`config.mk`:
```
export PLATFORM = sky130hd
export DESIGN_NAME = alu_seq
export DESIGN_NICKNAME = d
export VERILOG_FILES = /design/src/rtl/alu_seq.sv
export SDC_FILE = /design/constraint.sdc
export NUM_CORES = 1
export LEC_CHECK = 0
export CAP_MARGIN = 20
export CORE_ASPECT_RATIO = 2
export CORE_MARGIN = 2
export CORE_UTILIZATION = 45
export CTS_CLUSTER_SIZE = 20
export DETAILED_ROUTE_END_ITERATION = 16
export HOLD_SLACK_MARGIN = 0.05
export PLACE_DENSITY = 0.67
export SETUP_SLACK_MARGIN = 0.2
export SLEW_MARGIN = 40
export SYNTH_ARGS = -nofsm -noshare
export SYNTH_HDL_FRONTEND = slang
export SYNTH_SLANG_ARGS = --single-unit
```
`constraint.sdc`:
```
create_clock -name clk -period 2.42 [get_ports clk]
set_input_delay 0.484 -clock clk [delete_from_list [all_inputs] [get_ports clk]]
set_output_delay 0.484 -clock clk [all_outputs]
set_load 0.02 [all_outputs]
```
`src/rtl/alu_seq.sv`:
```
// alu_seq: registered ALU with one-bit-per-cycle shifts and a shift-add multiplier.
// Ports: clk, reset (async, active-high), start/op/in0/in1 request,
//        busy/done handshake, out, zero/pos word flags, carry, ovf.
module alu_seq #(
    parameter int WIDTH   = 16,
    parameter int SHAMT_W = 4,
    parameter int MUL_EN  = 1
) (
    input  logic             clk,
    input  logic             reset,
    input  logic             start,
    input  logic [3:0]       op,
    input  logic [WIDTH-1:0] in0,
    input  logic [WIDTH-1:0] in1,
    output logic             busy,
    output logic             done,
    output logic [WIDTH-1:0] out,
    output logic [WIDTH-1:0] zero,
    output logic [WIDTH-1:0] pos,
    output logic             carry,
    output logic             ovf
);

    localparam logic [1:0] S_IDLE  = 2'd0;
    localparam logic [1:0] S_SHIFT = 2'd1;
    localparam logic [1:0] S_MUL   = 2'd2;
    localparam logic [1:0] S_FIN   = 2'd3;

    localparam logic [3:0] OP_ADD = 4'd0;
    localparam logic [3:0] OP_SUB = 4'd1;
    localparam logic [3:0] OP_AND = 4'd2;
    localparam logic [3:0] OP_OR  = 4'd3;
    localparam logic [3:0] OP_XOR = 4'd4;
    localparam logic [3:0] OP_SLL = 4'd5;
    localparam logic [3:0] OP_SRL = 4'd6;
    localparam logic [3:0] OP_SRA = 4'd7;
    localparam logic [3:0] OP_MUL = 4'd8;
    localparam logic [3:0] OP_SLT = 4'd9;

    localparam int CNT_W = $clog2(WIDTH + 1);

    logic [1:0]       state;
    logic [3:0]       op_q;
    logic [WIDTH-1:0] res_q;
    logic [WIDTH-1:0] mcand_q;
    logic [WIDTH-1:0] mplier_q;
    logic [CNT_W-1:0] cnt_q;
    logic             c_q;
    logic             v_q;

    logic [WIDTH:0]   sum;
    logic [WIDTH-1:0] sc_res;
    logic             sc_c;
    logic             sc_v;
    logic             is_shift;
    logic             is_mul;
    logic [CNT_W-1:0] shamt;
    logic [WIDTH-1:0] shifted;

    assign is_shift = (op == OP_SLL) || (op == OP_SRL) || (op == OP_SRA);
    assign is_mul   = (MUL_EN != 0) && (op == OP_MUL);
    assign shamt    = CNT_W'(in1[SHAMT_W-1:0]);

    // Single-cycle results, computed straight from the request operands.
    always_comb begin
        sum    = '0;
        sc_res = '0;
        sc_c   = 1'b0;
        sc_v   = 1'b0;
        case (op)
            OP_ADD: begin
                sum    = {1'b0, in0} + {1'b0, in1};
                sc_res = sum[WIDTH-1:0];
                sc_c   = sum[WIDTH];
                sc_v   = (in0[WIDTH-1] == in1[WIDTH-1]) &&
                         (sum[WIDTH-1] != in0[WIDTH-1]);
            end
            OP_SUB: begin
                sum    = {1'b0, in0} + {1'b0, ~in1} + 1'b1;
                sc_res = sum[WIDTH-1:0];
                sc_c   = sum[WIDTH];
                sc_v   = (in0[WIDTH-1] != in1[WIDTH-1]) &&
                         (sum[WIDTH-1] != in0[WIDTH-1]);
            end
            OP_AND: sc_res = in0 & in1;
            OP_OR:  sc_res = in0 | in1;
            OP_XOR: sc_res = in0 ^ in1;
            OP_SLT: sc_res = {{(WIDTH-1){1'b0}},
                              $signed(in0) < $signed(in1)};
            default: sc_res = '0;
        endcase
    end

    // One-bit step of the latched shift op.
    always_comb begin
        shifted = res_q;
        case (op_q)
            OP_SLL:  shifted = {res_q[WIDTH-2:0], 1'b0};
            OP_SRL:  shifted = {1'b0, res_q[WIDTH-1:1]};
            OP_SRA:  shifted = {res_q[WIDTH-1], res_q[WIDTH-1:1]};
            default: shifted = res_q;
        endcase
    end

    always_ff @(posedge clk or posedge reset) begin
        if (reset) begin
            state    <= S_IDLE;
            op_q     <= '0;
            res_q    <= '0;
            mcand_q  <= '0;
            mplier_q <= '0;
            cnt_q    <= '0;
            c_q      <= 1'b0;
            v_q      <= 1'b0;
            busy     <= 1'b0;
            done     <= 1'b0;
            out      <= '0;
            zero     <= '0;
            pos      <= '0;
            carry    <= 1'b0;
            ovf      <= 1'b0;
        end else begin
            done <= 1'b0;
            busy <= 1'b0;
            case (state)
                S_IDLE: begin
                    if (start) begin
                        op_q <= op;
                        c_q  <= 1'b0;
                        v_q  <= 1'b0;
                        if (is_shift) begin
                            res_q <= in0;
                            cnt_q <= shamt;
                            state <= (shamt == '0) ? S_FIN : S_SHIFT;
                        end else if (is_mul) begin
                            res_q    <= '0;
                            mcand_q  <= in0;
                            mplier_q <= in1;
                            cnt_q    <= CNT_W'(WIDTH);
                            state    <= S_MUL;
                        end else begin
                            res_q <= sc_res;
                            c_q   <= sc_c;
                            v_q   <= sc_v;
                            state <= S_FIN;
                        end
                    end
                end
                S_SHIFT: begin
                    busy  <= 1'b1;
                    res_q <= shifted;
                    cnt_q <= cnt_q - 1'b1;
                    if (cnt_q == CNT_W'(1))
                        state <= S_FIN;
                end
                S_MUL: begin
                    busy <= 1'b1;
                    if (mplier_q[0])
                        res_q <= res_q + mcand_q;
                    mcand_q  <= mcand_q << 1;
                    mplier_q <= mplier_q >> 1;
                    cnt_q    <= cnt_q - 1'b1;
                    if (cnt_q == CNT_W'(1))
                        state <= S_FIN;
                end
                default: begin
                    out   <= res_q;
                    zero  <= {{(WIDTH-1){1'b0}}, res_q == '0};
                    pos   <= {{(WIDTH-1){1'b0}},
                              (res_q != '0) && !res_q[WIDTH-1]};
                    carry <= c_q;
                    ovf   <= v_q;
                    done  <= 1'b1;
                    state <= S_IDLE;
                end
            endcase
        end
    end

endmodule

```
# == After elaboration in Yosys (flattened, before gate mapping) ==
# Index checks and enable logic that the tools add are counted.
# classes
order_cmp,1
n_addsub,5
eq_ne,28
n_bitwise,4
reduce_logical,22
n_mux,33
# op_table
cell,n
two-way mux 16 bit,10
one-hot mux 16 bit (3 select lines),2
one-hot mux 16 bit (6 select lines),1
one-hot mux 16 bit (2 select lines),2
adder 16 x 16 -> 17 bit,2
"equality test 4 x 3 -> 1 bit, second input constant",7
"adder 17 x 1 -> 17 bit, second input constant",1
adder 16 bit,1
AND 16 bit,1
logical NOT 16 bit,1
less-than comparator 16 bit,1
inverter 16 bit,1
OR 16 bit,1
nonzero test 16 bit,1
bitwise XOR 16 bit,1
two-way mux 5 bit,3
"inequality test 2 bit, second input constant",5
one-hot mux 5 bit (2 select lines),1
"equality test 4 x 2 -> 1 bit, second input constant",2
"equality test 4 bit, second input constant",2
two-way mux 2 bit,4
AND reduction 4 bit,2
two-way mux 1 bit,7
"equality test 5 x 1 -> 1 bit, second input constant",1
other kinds (25),33
# totals
reg_bits,83
wordCells,109

# == Longest topological paths before layout ==
# Gate-level depths: netlist of run 1.
# depth
depth_word,8
ltp_mapped,12
mapped_depth_nobuf,12

# == Worst setup path before layout of run 1 ==
# Ideal clock, no wire load.
# synth_timing
path_kind,in2reg
from,input port in0[0]
to,register res_q[12]
path_buffers,0
stages,12
setup_time_ns,0.065
path_slack_ns,-0.274
t_arrival_ns,2.629
path_cell_list,inv_1 -> ha_1 -> inv_1 -> fa_1 -> nor2b_1 -> o21ai_1 -> nand3_1 -> a311oi_1 -> nor2_1 -> o41a_1 -> a41oi_1 -> o22a_1
# synth_between
elab_chain_len,7
word_cells_on_any_way,8
cone_classes,add/sub: 3; mux: 5
# synth_lines
item,line_no,source
from (decl),13,"input logic [WIDTH-1:0] in0,"
adder 16 x 16 -> 17 bit,79,"sum = {1'b0, in0} + {1'b0, ~in1} + 1'b1;"
adder 17 x 1 -> 17 bit,79,
one-hot mux 16 bit (6 select lines) *,70,case (op)
two-way mux 16 bit *,135,end else if (is_mul) begin
two-way mux 16 bit *,131,if (is_shift) begin
two-way mux 16 bit *,127,if (start) begin
one-hot mux 16 bit (3 select lines) *,125,case (state)
to (signal assigned),132,res_q <= in0;
to (signal assigned),142,res_q <= sc_res;
to (signal assigned),151,res_q <= shifted;
to (decl),44,logic [WIDTH-1:0] res_q;
# Every way passes the cells marked *; elsewhere a longest branch is shown, timed or not. The select of a mux whose other input is x is not followed.
# A chain may end at the register's enable or synchronous reset.

# == Worst setup path after layout of run 1 ==
# Ends and elaborated chain as after synthesis.

==> results of run 1 <==
[metrics by stage]
step | utilization (%) | setup TNS (ps) | total power, W | hold slack [ps]
floorplan | - | -202.9 | 0.006508 | 449.6
global placement | 61.57 | -13030 | 0.009268 | 463.9
detailed placement | 61.57 | -13710 | 0.009399 | 470.4
CTS | 67.30 | -1144 | 0.01126 | 486.1
global route | 68.70 | -2001 | 0.01222 | 516.1
finish | 68.70 | -1095 | 0.01148 | 483.2
[layout by cell type, fill, tap and decap left out, drive strengths merged, types with 13 or more instances in the layout]
cell type / instances
o21ai: 65
nor3: 18
nand3: 14
buf: 252
dfrtp: 83
a211oi: 13
nand2: 113
nor2: 52
dlygate4sd2: 13
ha: 74
conb: 30
mux2i: 36
clkbuf: 13
a31oi: 13
inv: 64
a21oi: 69
clkdlybuf4s50: 36
mux2: 24
[worst max path at each step]
| stage | start | end | slack (ps) | depth (start not counted) |
|---|---|---|---|---|
| 2_1_floorplan | in1[1] | res_q[11]$_DFFE_PP0P_ | -120 | 10 |
| 3_3_place_gp | in1[4] | res_q[15]$_DFFE_PP0P_ | -920 | 13 |
| 3_5_place_dp | in0[0] | res_q[8]$_DFFE_PP0P_ | -960 | 13 |
| 4_1_cts | in0[0] | res_q[12]$_DFFE_PP0P_ | -230 | 14 |
| 5_1_grt | in0[0] | res_q[12]$_DFFE_PP0P_ | -270 | 15 |
| 6_report | in0[0] | res_q[12]$_DFFE_PP0P_ | -210 | 15 |
[cell families (layout without fill, tap and decap cells)]
kind of cell / count (synthesis) / after routing / synth area share, %
flops: 83 / 83 / 27.68
mux: 60 / 60 / 8.403
simple gates: 248 / 248 / 15.07
compound gates: 277 / 277 / 24.99
fa+ha+maj: 77 / 77 / 13.14
buf+inv: 142 / 388 / 8.919
other cells: 1 / 30 / 0.04997
xor+xnor: 15 / 15 / 1.751
[worst max-delay path: stages]
cell	delay (ps)
buf_6	90
buf_8	120
inv_12	40
ha_4	120
inv_2	30
fa_2	330
nor2b_4	140
o21ai_2	200
nand3_2	140
a311oi_2	350
buf_4	170
nor2_2	30
o41a_1	320
a41oi_2	180
o22a_1	150
[flip-flops by register name, summed over array words and instances (netlist names)]
| name | flops |
|---|---|
| out | 16 |
| c_q | 1 |
| ovf | 1 |
| zero | 1 |
| v_q | 1 |
| done | 1 |
| op_q | 4 |
| pos | 1 |
| state | 2 |
| res_q | 16 |
| busy | 1 |
| mplier_q | 16 |
| carry | 1 |
| cnt_q | 5 |
| mcand_q | 16 |
[synthesized netlist by cell type, drive strengths merged (6+ instances only)]
cell	count	area, µm²
buf	43	297.8
a21o	8	60.06
o21ai	65	325.3
a31oi	13	81.33
and2	6	37.54
o31ai	12	90.09
o22ai	7	50.05
nor2b	6	37.54
nor3	18	90.09
nand3	14	70.07
xnor2	8	70.07
mux2	24	270.3
o221ai	8	76.32
inv	66	247.7
nand2	113	424.2
a21oi	69	345.3
nor4	6	37.54
a221oi	11	102.6
a211oi	13	97.59
mux2i	36	360.4
xor2	7	61.31
clkbuf	33	123.9
o211ai	8	60.06
a41oi	6	60.06
ha	74	925.9
dfrtp	83	2077
or3	9	56.30
nor2	52	200.2
[power by group]
group          internal [W]  switching, W
logic               0.00343       0.00400
clock network      0.000965      0.000613
registers           0.00203      0.000443
total               0.00643       0.00505
[layout make-up]
type                       instances  area (µm²)
sequential                        83        2077
fill                            1317        5091
inverter                          66       272.8
tap                              204       255.2
multi-input combinational        707        5708
timing repair buffer             306        2526
clock buffer                      11       252.7
clock inverter                     5       85.08
[routing by layer]
| metal | vias up | share of wire (%) |
|---|---|---|
| li1 | 3738 | - |
| met1 | 3810 | 35 |
| met2 | 346 | 54 |
| met3 | 127 | 4.3 |
| met4 | 0 | 7.2 |
| met5 | - | 0 |
[repair_timing]
| item | CTS | global route |
|---|---|---|
| resized for setup | 169 | 42 |
| endpoints found under the setup margin | 18 | 21 |
| buffers inserted | 9 | 6 |
| pin swaps | 67 | 46 |
==> impl_metrics.toml, run 1 <==
[worst_setup_path]
reg2reg_to = "res_q[14]$_DFFE_PP0P_"
r2r_cells = 9
startpoint_type = "primary input"
endpoint_kind = "register"
criticalPathCategory = "primary input to register"
critical_path_arrival_ps = 2900
r2r_setup_slack_ps = -60
cp_max_fo = 3
r2r-start = "res_q[7]$_DFFE_PP0P_"
worstPathRequired_ps = 2700

[cells_and_area]
antenna_cells = 0
final_nets = 1289
stdcell_count = 1382
area_delta_synth_final_pct = 48.93
drive_above_1_share_pct = 37.44
stdcell_area_um2 = 11180

[min_path]
whs_endpoint = "mplier_q[12]$_DFFE_PP0P_"
min_from = "mplier_q[12]$_DFFE_PP0P_"
whs_path_depth = 2
hold_path.class = "register to register"

[timing]
fin_ws_ps = -205.6
fin_worst_skew_ps = 9.826
tightestPinTransition_ps = 627.6
relSlewSlack_pct = 58.05
fmax_mhz = 380.9
setup_viol = 10
slew_violations = 0
hold_violations = 0
rsz0062_at_grt = "true"
fin_crit_sh_pct = 108.5
period_minus_slack_ps = 2626

[clock_network]
root_buffer = "clkbuf_16"
cts_tree = "yes"
path_clk_slew_ps = 70
numCtsBuffers = 9
ctsHoldBuffers = 0
clk_latency_ps = 350
cts_sinks = 83
htreeDepth = 3
cts_max_path_buffers = 2

[placed_design]
dp_hpwl_um = 20830
dpl_cell_area_um2 = 10020
port-buffer-count = 60
numPlacedInstances = 1351
place_congestion = 0.9393
pre_cts_ws_ps = -955.6

[global_route]
grt_overflow = 0
met1_usage_pct = 31.05
met2_usage_pct = 55.50
grt_start_max_net_pins = 45
grt_pass1_vias = 8180
track_usage_pct = 30.25
grt_pass1_wl_um = 41170
gr-usage-met3_pct = 2.907
antenna_found_initial = 0
busiest_layer = "met2"

[synth]
syn-cell-area_um2 = 7505
syn_area_per_cell_um2 = 8.311
ys_seq_area_share_pct = 27.68
yosys.cell_types.count = 75
synth_seq_cells = 83
synth-edff-count = 0
synthCells = 903
yosysWarnings = 0
async_flop_share_pct = 100.0
synthFlopType = "dfrtp_1"

[drt]
drt_iter0_markers = 362
drcViolationCount = 0
dr.pass1.iters = 6
ant_nets = 0
vias = 8021
avgRoutedWirePerCell_um = 19.54
wl_um = 27000
drt-vias-per-instance = 5.804

[outcome]
violations = "negative setup slack"
status = "finished, violations left"

[floorplan]
die_w_um = 95.32
start_util_pct = 46.13
ios = 91
die_area_um2 = 17790
fp.dieH_um = 186.6
num_rows = 66
core_um2 = 16270

[pwr]
p_leak_nw = 5.099
ir_worst_vdd_mv = 0.5230
powerDensity_nw_per_um2 = 1027

[flow_run]
max_cap_violations = 0
Power figures use the tool's default switching activity.
==> run 2, diff against run 1 <==
Settings changed: CORE_MARGIN 2 to not set, GPL_TIMING_DRIVEN set to 0, SLEW_MARGIN 40 to 30.
==> impl_metrics.toml, run 2 (same netlist as run 1, synthesis figures left out) <==
[outcome]
status = "finished, violations left"
violations = "negative setup slack"

[global_route]
grt_overflow = 0
grt_start_max_net_pins = 30
track_usage_pct = 31.76
grt_pass1_wl_um = 40950
antenna_found_initial = 0
grt_pass1_vias = 7726

[pwr]
powerDensity_nw_per_um2 = 1079
power.switching_w = 0.005246
internal-power_w = 0.005890
p_leak_nw = 4.534
power_frac_comb_pct = 62.9
p_seq_share_pct = 24.0
p_clk_share_pct = 13.1
p_sw_share_pct = 47.11
ir_worst_vdd_mv = 0.4601

[worst_setup_path]
worstPathRequired_ps = 2670
cp_max_fo = 3
endpoint_kind = "register"
criticalPathCategory = "primary input to register"
startpoint_type = "primary input"
critical_path_arrival_ps = 2820

[clock_network]
ctsHoldBuffers = 0
cts_max_path_buffers = 2
clk_latency_ps = 360
numCtsBuffers = 9
htreeDepth = 3
root_buffer = "clkbuf_16"
path_clk_slew_ps = 60
cts_sinks = 83
cts_tree = "yes"

[timing]
period_minus_slack_ps = 2569
holdWs_ps = 446.5
final.setup.tns_ps = -697.1
fin_ws_ps = -149.4
relSlewSlack_pct = 52.73
hold_violations = 0
fin_worst_skew_ps = 8.139
fin_crit_sh_pct = 106.2
setup_viol = 10
tightestPinTransition_ps = 709.1
slew_violations = 0
rsz0062_at_grt = "true"
fmax_mhz = 389.2

[floorplan]
fp.dieH_um = 184.6
core_um2 = 16270
ios = 91
die_area_um2 = 17230
start_util_pct = 46.13
num_rows = 66
die_w_um = 93.32

[drt]
vias = 7627
dr.pass1.iters = 5
drt-vias-per-instance = 6.063
drt_iter0_markers = 423
drcViolationCount = 0
wl_um = 26560
avgRoutedWirePerCell_um = 21.11
ant_nets = 0

[cells_and_area]
fillers = 1400
stdcell_area_um2 = 10320
antenna_cells = 0
final_common_cell = "nand2_1"
final_nets = 1165
drive_above_1_share_pct = 31.78
stdcell_count = 1258
final_cell_mix = "nand2_1, dfrtp_1, buf_4"
area_delta_synth_final_pct = 37.53

[placed_design]
dp_hpwl_um = 20000
port-buffer-count = 59
pre_cts_ws_ps = -1403
place_congestion = 0.9310
numPlacedInstances = 1198
dpl_cell_area_um2 = 8690

[flow_run]
max_cap_violations = 0

[min_path]
hold_path.class = "primary input to asynchronous set/reset pin"
run 2: repair_timing:
item | CTS | global route
setup buffers | 29 | 14
resized for setup | 291 | 92
cloned | 1 | 0
pin swaps | 50 | 46
endpoints found under the setup margin | 55 | 36
run 2: metrics by stage:
stage,util (%),total power [W]
finish,63.44,0.01114
global route,63.44,0.01182
CTS,60.94,0.01067
detailed placement,53.41,0.008492
global placement,52.98,0.008397
floorplan,-,0.006508
run 2: power by group through the flow:
stage | clock [W] | combinational (W) | sequential [W]
6_report | 0.00146 | 0.00700 | 0.00267
5_1_grt | 0.00152 | 0.00755 | 0.00275
4_1_cts | 0.00148 | 0.00654 | 0.00265
3_5_place_dp | 0 | 0.00581 | 0.00269
3_3_place_gp | 0 | 0.00573 | 0.00267
2_1_floorplan | 0 | 0.00387 | 0.00264
run 2: worst paths after layout:
| check | end | slack (ps) | from | cells after the start |
|---|---|---|---|---|
| min in group clk | mcand_q[4]$_DFFE_PP0P_ | 470 | in0[4] | 3 |
| max in group asynchronous | mplier_q[14]$_DFFE_PP0P_ | 1340 | reset | 4 |
| worst max-delay path | res_q[13]$_DFFE_PP0P_ | -150 | in1[1] | 12 |
| worst max register to register | res_q[13]$_DFFE_PP0P_ | -130 | mcand_q[1]$_DFFE_PP0P_ | 9 |
| worst min register to register | mplier_q[14]$_DFFE_PP0P_ | 480 | mplier_q[14]$_DFFE_PP0P_ | 2 |
| worst min-delay path | done$_DFF_PP0_ | 450 | reset | 2 |
run 2: final cells by class:
cell class,instances,area [µm²],area share (%)
plain buffers,76,563.0,5.455
clock buffers,12,256.5,2.485
clock inverters,4,56.30,0.5455
inverters,66,277.8,2.691
multi-input cells,708,5829,56.48
flip-flops and latches,83,2086,20.21
well taps,204,255.2,2.473
repair buffers,105,997.2,9.662
run 2: metal layers:
| metal | wire length, µm | global-route usage [%] | vias to the layer above |
|---|---|---|---|
| li1 | - | - | 3501 |
| met1 | 8788 | 30.05 | 3616 |
| met2 | 13710 | 57.53 | 359 |
| met3 | 1310 | 4.167 | 151 |
| met4 | 2748 | 29.42 | 0 |
| met5 | 0 | 0 | - |
run 2: worst max-delay path: stages:
cell and delay (ps):
buf_12 80, clkinvlp_4 100, buf_6 140, ha_4 250, nor2_4 110, o221ai_4 150
a311oi_4 360, a311oi_4 210, o31ai_2 300, mux2i_1 270, a211oi_2 80, o31ai_1 290
